File: src/rtl/mem_req_arbiter_pkg.sv
// Shared types for the cacheline arbiter: FSM states, arbitration modes and
// the cacheline port widths shared with the cache DFP interface.
package module_types;
  localparam int CACHE_ADDR_W = 32;
  localparam int CACHE_LINE_W = 256;

  typedef enum logic [1:0] {
    IDLE  = 2'd0,
    GRANT = 2'd1,
    RESP  = 2'd2
  } arb_state_t;

  typedef enum logic {
    ARB_FIXED = 1'b0,
    ARB_RR    = 1'b1
  } arb_mode_t;
endpackage

File: src/rtl/mem_req_arbiter_pick.sv
// Combinational winner select: fixed priority with starvation override, or
// round-robin search starting at start_i and wrapping to channel 0.
module arb_pick
  import module_types::*;
#(
  parameter int NUM_CH = 3,
  parameter int IDX_W  = $clog2(NUM_CH)
) (
  input  logic [NUM_CH-1:0] req_i,
  input  logic [IDX_W-1:0]  start_i,
  input  logic [NUM_CH-1:0] starved_i,
  input  arb_mode_t         mode_i,
  output logic [NUM_CH-1:0] gnt_oh_o,
  output logic [IDX_W-1:0]  gnt_idx_o,
  output logic              any_o
);
  logic [NUM_CH-1:0]   cand;
  logic [2*NUM_CH-1:0] dbl;
  logic [NUM_CH-1:0]   rot;
  logic [IDX_W-1:0]    off;
  logic [IDX_W:0]      sum;

  always_comb begin
    cand = (|(req_i & starved_i)) ? (req_i & starved_i) : req_i;
    // rotate so that bit 0 is the start channel; the lowest set bit is the offset
    dbl  = {req_i, req_i} >> start_i;
    rot  = dbl[NUM_CH-1:0];
    off  = '0;
    for (int k = NUM_CH-1; k >= 0; k--)
      if (rot[k]) off = IDX_W'(k);
    sum = {1'b0, start_i} + {1'b0, off};
    if (sum >= (IDX_W+1)'(NUM_CH)) sum = sum - (IDX_W+1)'(NUM_CH);

    gnt_idx_o = '0;
    if (mode_i == ARB_RR) begin
      gnt_idx_o = sum[IDX_W-1:0];
    end else begin
      for (int k = NUM_CH-1; k >= 0; k--)
        if (cand[k]) gnt_idx_o = IDX_W'(k);
    end
    any_o    = |req_i;
    gnt_oh_o = any_o ? (NUM_CH'(1) << gnt_idx_o) : '0;
  end
endmodule

File: src/rtl/mem_req_arbiter.sv
// N-channel cacheline arbiter in front of a single DFP port; one outstanding
// transaction, registered DFP outputs, fixed-priority-with-aging or round-robin.
module mem_req_arbiter
  import module_types::*;
#(
  parameter int NUM_CH       = 3,
  parameter int ADDR_W       = CACHE_ADDR_W,
  parameter int LINE_W       = CACHE_LINE_W,
  parameter int STARVE_LIMIT = 8
) (
  input  logic                        clk,
  input  logic                        rst,
  input  logic                        arb_mode,
  input  logic [NUM_CH*ADDR_W-1:0]    ufp_addr,
  input  logic [NUM_CH-1:0]           ufp_read,
  input  logic [NUM_CH-1:0]           ufp_write,
  input  logic [NUM_CH*LINE_W-1:0]    ufp_wdata,
  output logic [LINE_W-1:0]           ufp_rdata,
  output logic [NUM_CH-1:0]           ufp_resp,
  output logic [ADDR_W-1:0]           dfp_addr,
  output logic                        dfp_read,
  output logic                        dfp_write,
  output logic [LINE_W-1:0]           dfp_wdata,
  input  logic [LINE_W-1:0]           dfp_rdata,
  input  logic                        dfp_resp,
  output logic [$clog2(NUM_CH)-1:0]   grant_id,
  output logic                        busy
);
  localparam int IDX_W = $clog2(NUM_CH);
  localparam int AGE_W = $clog2(STARVE_LIMIT+1);

  arb_state_t                       state_q, state_d;
  logic [IDX_W-1:0]                 rr_ptr_q, grant_q;
  logic [NUM_CH-1:0][AGE_W-1:0]     age_q;
  logic [ADDR_W-1:0]                dfp_addr_q;
  logic [LINE_W-1:0]                dfp_wdata_q, rdata_q;
  logic                             dfp_read_q, dfp_write_q;
  logic [NUM_CH-1:0]                ufp_resp_q;

  logic [NUM_CH-1:0]                req, starved, win_oh;
  logic [IDX_W-1:0]                 win_idx;
  logic                             win_any, arb_go;
  logic [NUM_CH-1:0][ADDR_W-1:0]    addr_arr;
  logic [NUM_CH-1:0][LINE_W-1:0]    wdata_arr;

  assign req       = ufp_read | ufp_write;
  assign addr_arr  = ufp_addr;
  assign wdata_arr = ufp_wdata;
  assign arb_go    = (state_q == IDLE) && win_any;

  always_comb
    for (int c = 0; c < NUM_CH; c++)
      starved[c] = (age_q[c] == AGE_W'(STARVE_LIMIT));

  arb_pick #(.NUM_CH(NUM_CH)) u_pick (
    .req_i     (req),
    .start_i   (rr_ptr_q),
    .starved_i (starved),
    .mode_i    (arb_mode_t'(arb_mode)),
    .gnt_oh_o  (win_oh),
    .gnt_idx_o (win_idx),
    .any_o     (win_any)
  );

  always_comb begin
    state_d = state_q;
    case (state_q)
      IDLE:    if (win_any)  state_d = GRANT;
      GRANT:   if (dfp_resp) state_d = RESP;
      RESP:                  state_d = IDLE;
      default:               state_d = IDLE;
    endcase
  end

  always_ff @(posedge clk or posedge rst) begin
    if (rst) begin
      state_q     <= IDLE;
      rr_ptr_q    <= '0;
      grant_q     <= '0;
      age_q       <= '0;
      dfp_addr_q  <= '0;
      dfp_wdata_q <= '0;
      dfp_read_q  <= 1'b0;
      dfp_write_q <= 1'b0;
      rdata_q     <= '0;
      ufp_resp_q  <= '0;
    end else begin
      state_q    <= state_d;
      ufp_resp_q <= '0;
      if (arb_go) begin
        grant_q     <= win_idx;
        dfp_addr_q  <= addr_arr[win_idx];
        dfp_wdata_q <= wdata_arr[win_idx];
        dfp_read_q  <= ufp_read[win_idx];
        dfp_write_q <= ufp_write[win_idx];
        rr_ptr_q    <= (win_idx == IDX_W'(NUM_CH-1)) ? '0 : win_idx + 1'b1;
      end
      if (state_q == GRANT && dfp_resp) begin
        dfp_read_q  <= 1'b0;
        dfp_write_q <= 1'b0;
        rdata_q     <= dfp_rdata;
        ufp_resp_q  <= NUM_CH'(1) << grant_q;
      end
      // ages only move on an actual IDLE arbitration; idle channels forget their wait
      for (int c = 0; c < NUM_CH; c++) begin
        if (!req[c])
          age_q[c] <= '0;
        else if (arb_go)
          age_q[c] <= win_oh[c] ? '0 : (starved[c] ? age_q[c] : age_q[c] + 1'b1);
      end
    end
  end

  assign dfp_addr  = dfp_addr_q;
  assign dfp_wdata = dfp_wdata_q;
  assign dfp_read  = dfp_read_q;
  assign dfp_write = dfp_write_q;
  assign ufp_rdata = rdata_q;
  assign ufp_resp  = ufp_resp_q;
  assign grant_id  = grant_q;
  assign busy      = (state_q != IDLE);

  a_no_rw: assert property (@(posedge clk) disable iff (rst) !(|(ufp_read & ufp_write)));
  a_resp_in_grant: assert property (@(posedge clk) disable iff (rst) dfp_resp |-> state_q == GRANT);
endmodule

File: config.mk
export PLATFORM = sky130hd
export DESIGN_NAME = mem_req_arbiter
export DESIGN_NICKNAME = d
export VERILOG_FILES = /design/src/rtl/mem_req_arbiter_pkg.sv /design/src/rtl/mem_req_arbiter_pick.sv /design/src/rtl/mem_req_arbiter.sv
export SDC_FILE = /design/constraint.sdc
export NUM_CORES = 2
export LEC_CHECK = 0
export BUFFER_PORTS_ARGS = -buffer_cell sky130_fd_sc_hd__buf_2
export CORE_AREA = 4 4 659 661
export CTS_BUF_LIST = sky130_fd_sc_hd__clkbuf_16
export CTS_CLUSTER_DIAMETER = 50
export DETAILED_ROUTE_END_ITERATION = 12
export DIE_AREA = 0 0 663 665
export PLACE_DENSITY_LB_ADDON = 0.2
export SETUP_SLACK_MARGIN = 0.5
export SYNTH_ARGS = -nofsm -noshare
export SYNTH_HDL_FRONTEND = slang
export SYNTH_HIERARCHICAL = 1
export SYNTH_SLANG_ARGS = --single-unit
File: constraint.sdc
create_clock -name clk -period 21.2 [get_ports clk]
set_input_delay 3.18 -clock clk [delete_from_list [all_inputs] [get_ports clk]]
set_output_delay 3.18 -clock clk [all_outputs]
set_load 0.02 [all_outputs]
==> results.py <==
metrics = {
    "outcome": {
        "outcome": "finished clean",
    },
    "floorplan": {
        "die_h_um": 665,
        "start_util_pct": 6.09,
        "die-area_um2": 441000,
        "die_w_um": 663,
        "fp-row-count": 241,
        "ios": 1682,
        "core_um2": 429000,
    },
    "finish": {
        "utilization_pct": 11.1,
        "final_nets": 5041,
        "drive_gt1_share_pct": 55.7,
        "stdcell_count": 9996,
        "fillers": 49500,
        "syn_to_final_growth_pct": 81.4,
        "postLayoutCellArea_um2": 47400,
    },
    "placement": {
        "place_inst": 9454,
        "place_hpwl_um": 254000,
        "gp_congestion": 0.980,
        "placed_area_um2": 41300,
        "port_buffers": 1681,
    },
    "global_routing": {
        "grt_max_degree": 157,
        "antenna_found_initial": 302,
        "gr-total-overflow": 0,
        "grt_pass1_vias": 28700,
        "grt_usage_pct": 12.7,
        "grt_first_pass_wirelength_um": 359000,
    },
    "clock_network": {
        "numCtsBuffers": 156,
        "root_buffer": "clkbuf_16",
        "insertion_delay_ns": 0.83,
        "cts-resized-gates": 0,
        "cts_sinks": 567,
        "clk_pin_slew_ns": 0.04,
        "cts_tree": "done",
        "clockBufferDepth": 4,
        "cts_hold_buf": 0,
        "post_cts_buffers": 0,
        "htree_levels": 4,
    },
    "worst_setup_path": {
        "crit_required_ns": 21.90,
        "path_max_fanout": 100,
        "crit_type": "in2reg",
        "cp-start-kind": "primary input",
        "end_kind": "flop",
        "arrival_ns": 9.67,
    },
    "routing": {
        "vias_per_cell": 2.83,
        "drt_iter0_drc": 1794,
        "wl_per_cell_um": 29.3,
        "dr.pass1.iters": 5,
        "via_count": 28300,
        "wirelength_um": 293000,
        "ant_nets": 0,
        "drc": 0,
    },
    "power": {
        "p_int_mw": 4.71,
        "seqPwrFrac_pct": 23.3,
        "p_sw_mw": 4.00,
        "combPwrFrac_pct": 47.4,
        "p_total_mw": 8.71,
        "p_leak_nw": 20.3,
        "sw_frac_of_total_pct": 46.0,
        "peakVddDrop_mv": 0.0932,
        "p_per_area_nw_per_um2": 184,
        "clockPowerShare_pct": 29.3,
    },
    "synth": {
        "mappedNetlistArea_um2": 26100,
        "ys.warnings.count": 6,
        "synth_common_cells": "567 x dfrtp_1, 256 x mux2_2, 199 x nand2_1, 195 x o21ai_0",
        "synth_flop_cell": "dfrtp_1",
        "yosys-top-cells-area": "dfrtp_1 54%, mux2_2 11%, mux2i_1 7.2%",
        "async_flop_share_pct": 100,
        "ys_seq_area_share_pct": 54.3,
        "synth_edf_count": 0,
        "synth_seq_cells": 567,
        "avgSynthCellArea_um2": 11.8,
        "syn-num-nets": 3352,
        "yosysUniqueCellTypes": 46,
        "synth_top_area_share_pct": 54.3,
        "synth_most_common_cell": "dfrtp_1",
        "synth_top_area_cell": "dfrtp_1",
        "syn-instance-count": 2213,
    },
    "timing": {
        "timing.setup.tns_ns": 0,
        "rsz0062_at_grt": "false",
        "slew_headroom_pct": 26.7,
        "finalCritPeriodShare_pct": 42.3,
        "worst_slew_pin_slew_ns": 1.07,
        "clock_skew_ns": 0.0638,
        "maxSlewViolCount": 0,
        "hold_viol": 0,
        "fmax_mhz": 111,
        "layout_min_cycle_time_ns": 8.97,
        "finalSetupViolations": 0,
    },
    "min_path": {
        "min_path_type": "reg2reg",
    },
    "flow_run": {
        "drv_cap": 0,
    },
}
-- metal layers --
layer	vias to the layer above	global-route usage (%)	routed length [µm]	share of wire, %
li1	12000	-	-	-
met1	13800	13.2	104000	35
met3	683	5.49	28500	9.7
met5	-	0	1130	0.38
met4	170	5.54	13800	4.7
met2	1663	22.2	146000	50
-- critical path, cell delays in order --
cell and delay (ns):
buf_2 0.12, nor2_1 0.38, inv_1 0.24, nor4b_1 0.37, a31oi_1 0.07, nand2_1 0.08
ha_1 0.15, inv_1 0.05, fa_1 0.54, inv_1 0.06, ha_1 0.18, and2b_2 0.24
mux2i_1 0.20, a2bb2oi_1 0.19, inv_8 0.45, nor2b_4 0.73, buf_4 0.55, buf_12 0.39
buf_12 0.48, a221oi_1 0.21, buf_4 0.20, o2bb2ai_1 0.11
-- cell usage in the layout (no fill, tap or decap), types with 21 or more instances in the layout --
| master | synthesis | final |
|---|---|---|
| nand2_1 | 199 | 199 |
| a221oi_1 | 106 | 106 |
| o21ai_0 | 195 | 195 |
| dfrtp_1 | 567 | 567 |
| nor2_1 | 114 | 114 |
| diode_2 | 0 | 260 |
| bufinv_16 | 0 | 29 |
| buf_4 | 1 | 38 |
| mux2i_1 | 187 | 184 |
| a2bb2oi_1 | 187 | 187 |
| clkbuf_16 | 0 | 159 |
| inv_1 | 23 | 36 |
| clkinv_1 | 0 | 21 |
| mux2_2 | 256 | 256 |
| o2bb2ai_1 | 104 | 104 |
| buf_2 | 66 | 1681 |
-- per-stage QoR --
step           hold WS [ns]  setup slack (ns)
5_1_grt               0.495             11.97
4_1_cts               0.476             12.31
3_3_place_gp          0.456             11.31
3_5_place_dp          0.466             11.40
2_1_floorplan         0.530              2.16
6_report              0.471             12.23
-- power by group through the flow --
| stage | registers, mW | logic (mW) | clock network [mW] |
|---|---|---|---|
| 2_1_floorplan | 2.56 | 1.69 | 0 |
| 3_3_place_gp | 2.05 | 4.28 | 0 |
| 3_5_place_dp | 2.06 | 4.29 | 0 |
| 4_1_cts | 2.05 | 4.29 | 2.65 |
| 5_1_grt | 2.10 | 4.45 | 2.69 |
| 6_report | 2.03 | 4.13 | 2.55 |
-- worst paths after layout --
kind                                 from        endpoint  slack [ns]  depth (start not counted)
max in group asynchronous             rst  dfp_wdata[122]       14.40                          7
min in group asynchronous             rst   ufp_rdata[83]        2.49                          2
max                           ufp_read[1]   dfp_wdata[36]       12.23                         22
max reg2reg                   rr_ptr_q[0]   dfp_wdata[36]       14.95                         18
min                        dfp_wdata[240]  dfp_wdata[240]        0.47                          2
min reg2reg                dfp_wdata[240]  dfp_wdata[240]        0.47                          2
-- logic make-up (layout without fill, tap and decap cells) --
logic type      Yosys count  after routing  synth area share (%)
simple gates            360            360                  5.75
fa+ha+maj                 9              9                 0.460
mux                     443            443                  18.2
buf+inv                 217           2030                  3.59
other cells               0            260                     0
flops                   567            567                  54.3
compound gates          616            616                  17.7
xor+xnor                  1              1                0.0335
-- sequential cells by signal, summed over array words and instances (netlist names) --
name,flops
dfp_wdata,256
ufp_rdata,256
dfp_addr,32
age_q,12
ufp_resp,3
grant_id,2
rr_ptr_q,2
state_q,2
dfp_read,1
dfp_write,1
-- cell type report --
class / instances / area [µm²] / area share (%)
flip-flops and latches: 567 / 14200 / 29.9
inverters: 23 / 101 / 0.214
clock buffers: 159 / 3980 / 8.39
multi-input cells: 1429 / 11100 / 23.3
repair buffers: 1725 / 8820 / 18.6
diodes: 260 / 651 / 1.37
clock inverters: 123 / 1490 / 3.14
well taps: 5710 / 7140 / 15.1
(Power assumes the default switching activity.)
